`config.mk`:
```
export PLATFORM = sky130hd
export DESIGN_NAME = lsu
export DESIGN_NICKNAME = d
export VERILOG_FILES = /design/src/rtl/lsu_pkg.sv /design/src/rtl/lsu_align.sv /design/src/rtl/lsu.sv
export SDC_FILE = /design/constraint.sdc
export NUM_CORES = 1
export LEC_CHECK = 0
export CAP_MARGIN = 20
export CORE_MARGIN = 2
export CORE_UTILIZATION = 40
export DETAILED_ROUTE_END_ITERATION = 8
export GPL_TIMING_DRIVEN = 0
export HOLD_SLACK_MARGIN = 0.15
export PLACE_DENSITY_LB_ADDON = 0.05
export SYNTH_ARGS = -nofsm -noshare
export SYNTH_HDL_FRONTEND = slang
export SYNTH_SLANG_ARGS = --single-unit
```
`constraint.sdc`:
```
create_clock -name clk -period 5.3 [get_ports clk]
set_input_delay 0.53 -clock clk [delete_from_list [all_inputs] [get_ports clk]]
set_output_delay 0.53 -clock clk [all_outputs]
set_load 0.03 [all_outputs]
```
`src/rtl/lsu_pkg.sv`:
```
// lsu_pkg: memsize encodings, LSU state type and access-legality helpers shared by the LSU, decoder and caches.
package lsu_pkg;

    localparam logic [2:0] MEM_B  = 3'b000;
    localparam logic [2:0] MEM_H  = 3'b001;
    localparam logic [2:0] MEM_W  = 3'b010;
    localparam logic [2:0] MEM_BU = 3'b100;
    localparam logic [2:0] MEM_HU = 3'b101;

    typedef enum logic [1:0] {IDLE, REQ, WAIT, RESP} lsu_state_t;

    function automatic logic size_illegal(input logic [2:0] s);
        return s == 3'b011 || s[2:1] == 2'b11;
    endfunction

    function automatic logic misaligned(input logic [2:0] s, input logic [1:0] a);
        return (s[1:0] == MEM_H[1:0] && a[0]) || (s[1:0] == MEM_W[1:0] && a != 2'b00);
    endfunction

endpackage

```
`src/rtl/lsu_align.sv`:
```
// lsu_align: byte enables, replicated store data and extended load data for one word-aligned access.
module lsu_align
    import lsu_pkg::*;
(
    input  logic [2:0]  size,
    input  logic [1:0]  a,
    input  logic [31:0] wdata,
    input  logic [31:0] rdata_in,
    output logic [3:0]  be,
    output logic [31:0] wdata_rep,
    output logic [31:0] rdata_ext
);
    logic        is_b, is_h, sext;
    logic [7:0]  b;
    logic [15:0] h;

    assign is_b = size[1:0] == MEM_B[1:0];
    assign is_h = size[1:0] == MEM_H[1:0];
    assign sext = ~size[2];
    assign b    = rdata_in[{a, 3'b000} +: 8];
    assign h    = a[1] ? rdata_in[31:16] : rdata_in[15:0];

    assign be        = is_b ? 4'b0001 << a : is_h ? (a[1] ? 4'b1100 : 4'b0011) : 4'b1111;
    assign wdata_rep = is_b ? {4{wdata[7:0]}} : is_h ? {2{wdata[15:0]}} : wdata;
    assign rdata_ext = is_b ? {{24{sext & b[7]}}, b} : is_h ? {{16{sext & h[15]}}, h} : rdata_in;

endmodule

```
`src/rtl/lsu.sv`:
```
// lsu: load/store unit running one byte-enabled transaction per request over a gnt/rvalid bus.
// Define LSU_MISALIGN_CHECK_EN to reject misaligned H/W accesses instead of ignoring low address bits.
module lsu
    import lsu_pkg::*;
#(
    parameter int TIMEOUT = 16
) (
    input  logic        clk,
    input  logic        reset,
    input  logic        req_valid,
    input  logic        memwrite,
    input  logic [2:0]  memsize,
    input  logic [31:0] addr,
    input  logic [31:0] wdata,
    output logic        req_ready,
    output logic        stall,
    output logic        resp_valid,
    output logic [31:0] rdata,
    output logic        bus_err,
    output logic        misalign,
    output logic        mem_req,
    output logic        mem_we,
    output logic [31:0] mem_addr,
    output logic [3:0]  mem_be,
    output logic [31:0] mem_wdata,
    input  logic        mem_gnt,
    input  logic        mem_rvalid,
    input  logic [31:0] mem_rdata
);
    localparam logic [31:0] TMO_LAST = 32'(TIMEOUT - 1);

    lsu_state_t  state, state_n;
    logic [2:0]  size_q;
    logic [31:0] addr_q, wdata_q, rdata_q, cnt;
    logic        we_q, err_q, mis_q;
    logic        accept, illegal, mis, tmo;
    logic [3:0]  be;
    logic [31:0] wdata_rep, rdata_ext;

    lsu_align u_align (
        .size      (size_q),
        .a         (addr_q[1:0]),
        .wdata     (wdata_q),
        .rdata_in  (mem_rdata),
        .be        (be),
        .wdata_rep (wdata_rep),
        .rdata_ext (rdata_ext)
    );

    assign accept  = state == IDLE && req_valid;
    assign illegal = size_illegal(memsize);
    assign tmo     = TIMEOUT != 0 && cnt == TMO_LAST;

`ifdef LSU_MISALIGN_CHECK_EN
    assign mis      = misaligned(memsize, addr[1:0]);
    assign misalign = resp_valid & mis_q;
`else
    assign mis      = 1'b0;
    assign misalign = 1'b0;
`endif

    always_ff @(posedge clk or posedge reset) begin
        if (reset) state <= IDLE;
        else       state <= state_n;
    end

    always_comb begin
        state_n = state;
        case (state)
            IDLE:    if (req_valid) state_n = (illegal || mis) ? RESP : REQ;
            REQ:     if (mem_gnt) state_n = we_q ? RESP : WAIT;
                     else if (tmo) state_n = RESP;
            WAIT:    if (mem_rvalid || tmo) state_n = RESP;
            default: state_n = IDLE;
        endcase
    end

    always_ff @(posedge clk or posedge reset) begin
        if (reset) begin
            size_q  <= '0;
            addr_q  <= '0;
            wdata_q <= '0;
            we_q    <= 1'b0;
            err_q   <= 1'b0;
            mis_q   <= 1'b0;
            rdata_q <= '0;
            cnt     <= '0;
        end else begin
            if (accept) begin
                size_q  <= memsize;
                addr_q  <= addr;
                wdata_q <= wdata;
                we_q    <= memwrite;
                err_q   <= illegal;
                mis_q   <= mis;
                rdata_q <= '0;
            end
            // Data arriving on the last allowed cycle beats the timeout.
            if (state == WAIT && mem_rvalid) rdata_q <= rdata_ext;
            else if ((state == WAIT || (state == REQ && !mem_gnt)) && tmo) err_q <= 1'b1;
            if (accept) cnt <= '0;
            else if (state == REQ || state == WAIT) cnt <= cnt + 32'd1;
        end
    end

    assign req_ready  = state == IDLE;
    assign stall      = accept || state == REQ || state == WAIT;
    assign resp_valid = state == RESP;
    assign rdata      = rdata_q;
    assign bus_err    = resp_valid & err_q;
    assign mem_req    = state == REQ;
    assign mem_we     = mem_req & we_q;
    assign mem_addr   = mem_req ? {addr_q[31:2], 2'b00} : '0;
    assign mem_be     = mem_req ? be : '0;
    assign mem_wdata  = mem_req ? wdata_rep : '0;

endmodule

```
==> impl_results.md <==
- Top-Level Pins: 212
- HPWL Detailed: 14,900 um
- R2R setup slack: between 2 and 3 ns
- Initial cell density of the core: 0.406
- Minimum clock period: between 3 and 4 ns
- Share of post-route cells with drive strength above 1: 0.0612
- Dominant cell type by area after synthesis: dfrtp_1
- WL final: just over 20,000 um
- WP buf/inv: 4
- Die area: roughly 19,000 um^2
- Most instantiated cells after synthesis: nand2_1 (277), dfrtp_1 (135), and2_1 (51)
- Root Buffer: clkbuf_16
- Routed wire per std cell: about 17 um
- Final setup viols: 0
- CTS Hold Bufs: 0
- Synth warn: 0
- Number of synthesized flops with an enable pin: 0
- RR Endpoint: wdata_q[0]$_DFFE_PP0N_
- Fin crit share: 0.668
- Leak Pwr: around 4.7 nW
- Max Freq: about 280 MHz
- CP Cell Sequence: clkbuf_1, or2_2, clkbuf_1, clkbuf_1, nand2_1, a21boi_0, clkdlybuf4s50_1
- First-pass detailed-route iteration total: 5
- # clock sinks: roughly 140
- Maximum vdd ir drop: approximately 0.00032 V
- Core area: 17,200 um^2
- Iteration-0 DRC Markers: roughly 360
- Clock Pin Slew Worst Setup and Hold Paths: 0.06 ns
- Worst setup EP type: output pin
- Buffer depth of the longest clock path: 2
- Worst hold path class: flip-flop to flip-flop
- Multi-input combinational cell area: 3360 um^2
- Max-Cap Viols: 0
- Die H: about 140 um
- RSZ-0062 raised after global routing: false
- Main synth FF type: dfrtp_1
- Pwr dens: a little under 600 nW/um^2
- CP endpoint: mem_wdata[8]
- Via count: ~6,300
- H-tree levels: 4
- Count leader, synth: nand2_1
- Grt ovf: 0
- Worst path top cell family by delay: buffers and inverters
- CTS Buf Count: 17
- I/O Buffers: ~210
- Netlist cell types: 47
- Most frequent CP cell: clkbuf_1
- Crit-path max cell delay: 0.73 ns
- Worst Setup SP: size_q[0]$_DFFE_PP0N_
- CP required: approximately 4.8 ns
- Chip width: ~140 um
- CP Class: flip-flop to output pin
- Post-synth top area share: 0.484
- Synthesized instance count: 786
- CP startpoint kind: flip-flop
- Vias in the first global route: about 6,000
- WP depth: 7
- Worst EP arrival: 3.01 ns
- Initial antenna violation count: 1
- Final core occ: 0.587
- Worst skew pair latency: around 0.42 ns
- Syn_area_per_cell: 8.87 um^2
- DR vias/cell: about 5
- Worst-path fanout max: 10
- Skew final: roughly 0.0074 ns
- Nets: approximately 1,100
- Post-CTS sizing: 0
- Share of flip-flops with an asynchronous set or reset: 1.00
- Slew HR: 0.408
- Std-Cell Rows: 48
- Measured slew at the worst slew-check pin: between 0.8 and 0.9 ns
- Final hold violation count: 0
- Placed inst area: ~9400 um^2
- FF-to-FF Start: state[0]$_DFFE_PP0P_
- First-pass GRT wire length: 32,500 um
- Flops & latches, synth: between 100 and 150
- CP max stage cell: clkdlybuf4s50_1
- Post-CTS Setup Repair Bufs: 0
- Final Cell Area: 10,100 um^2
- CTS tree: yes
- Setup TNS: 0 ns
- Total GRT Usage: 0.229
- Post-Synthesis Cell Area: between 6000 and 7000 um^2
- DRC Markers: 0
- Fill count: approximately 1,600
- Largest net degree at the start of global routing: between 90 and 100
- Routability congestion estimate: between 0.7 and 0.8
- Area contributors post-synth: dfrtp_1 (48%), nand2_1 (15%), and2_1 (4.6%)
- FF-to-FF path depth: 8
- FF+latch area: between 3000 and 4000 um^2
- Routed Antenna Nets: 0
- Post-synthesis sequential area ratio: 0.484
- Layout area overhead: 44.4%
- Status: finished clean
- Max Slew Vio Count: 0
worst min-delay path by stage:
| stage | start | endpoint | slack, ns | cells past startpoint |
|---|---|---|---|---|
| floorplan | addr_q[10]$_DFFE_PP0N_ | addr_q[10]$_DFFE_PP0N_ | 0.44 | 2 |
| global placement | addr_q[13]$_DFFE_PP0N_ | addr_q[13]$_DFFE_PP0N_ | 0.45 | 2 |
| detailed placement | addr_q[9]$_DFFE_PP0N_ | addr_q[9]$_DFFE_PP0N_ | 0.45 | 2 |
| CTS | addr_q[9]$_DFFE_PP0N_ | addr_q[9]$_DFFE_PP0N_ | 0.47 | 2 |
| global route | addr_q[11]$_DFFE_PP0N_ | addr_q[11]$_DFFE_PP0N_ | 0.48 | 2 |
| finish | addr_q[13]$_DFFE_PP0N_ | addr_q[13]$_DFFE_PP0N_ | 0.46 | 2 |
worst register-to-register path: cells and delay by family, from the launching register on:
kind / cells / cell delay (ns)
fa+ha+maj: 1 / 0.21
simple gates: 3 / 0.35
flops: 1 / 0.41
buf+inv: 4 / 1.38
stage by stage:
step                      std cells  setup slack (ns)  hold slack [ns]  power [mW]
after global placement         1221            -0.985            0.449        4.52
after floorplan                 788              1.16            0.438        3.45
after CTS                      1254              1.75            0.469        5.98
after global routing           1254              1.57            0.483        6.31
after detailed placement       1222              1.98            0.454        4.55
final                          1255              1.76            0.463        5.93
state kept, by name, indices dropped and copies added, names as in the netlist:
signal	count
err_q	1
size_q	3
we_q	1
wdata_q	32
rdata	32
addr_q	32
state	2
cnt	32
kinds of logic (layout without fill, tap and decap cells):
family,count (synthesis),count (layout),synth area share
multiplexers,29,29,0.0581
flip-flops,135,135,0.484
AO/OA/AOI/OAI,96,96,0.0893
XOR/XNOR,28,28,0.0352
buffers and inverters,60,301,0.0350
adder cells (fa/ha/maj),5,5,0.00897
other,1,4,0.000538
AND/OR/NAND/NOR,432,432,0.289
report_power, final:
part | switching [mW] | leakage [nW] | internal, mW | total [mW]
Combinational | 1.71 | 2.58 | 1.16 | 2.87
Clock | 0.459 | 0.330 | 0.943 | 1.40
Sequential | 0.247 | 1.75 | 1.41 | 1.66
area by class of cell:
class	count	share of cell area
tap	225	0.0279
clock buffer	20	0.0443
multi-input combinational	593	0.334
timing repair buffer	209	0.209
sequential	135	0.335
inverter	8	0.00348
antenna	1	0.000248
clock inverter	12	0.0246
buffer	52	0.0212
cells in the final DEF, fill, tap and decap left out, types with 14 or more instances in the layout:
| cell | count |
|---|---|
| xor2_1 | 26 |
| mux2i_1 | 18 |
| nor2_1 | 39 |
| and2_1 | 51 |
| nand2_1 | 277 |
| clkdlybuf4s50_1 | 208 |
| clkbuf_16 | 17 |
| a221o_1 | 16 |
| clkbuf_1 | 39 |
| nand4_1 | 14 |
| dfrtp_1 | 135 |
| a21oi_1 | 24 |
| o21ai_0 | 27 |
metal layers:
metal,vias up,wire length [um],GRT usage
li1,3064,-,-
met1,2996,9530,0.312
met2,188,9470,0.360
met3,15,1500,0.0671
met4,0,263,0.0561
met5,-,0,0
Note: power is estimated with default switching activity, not from simulation.
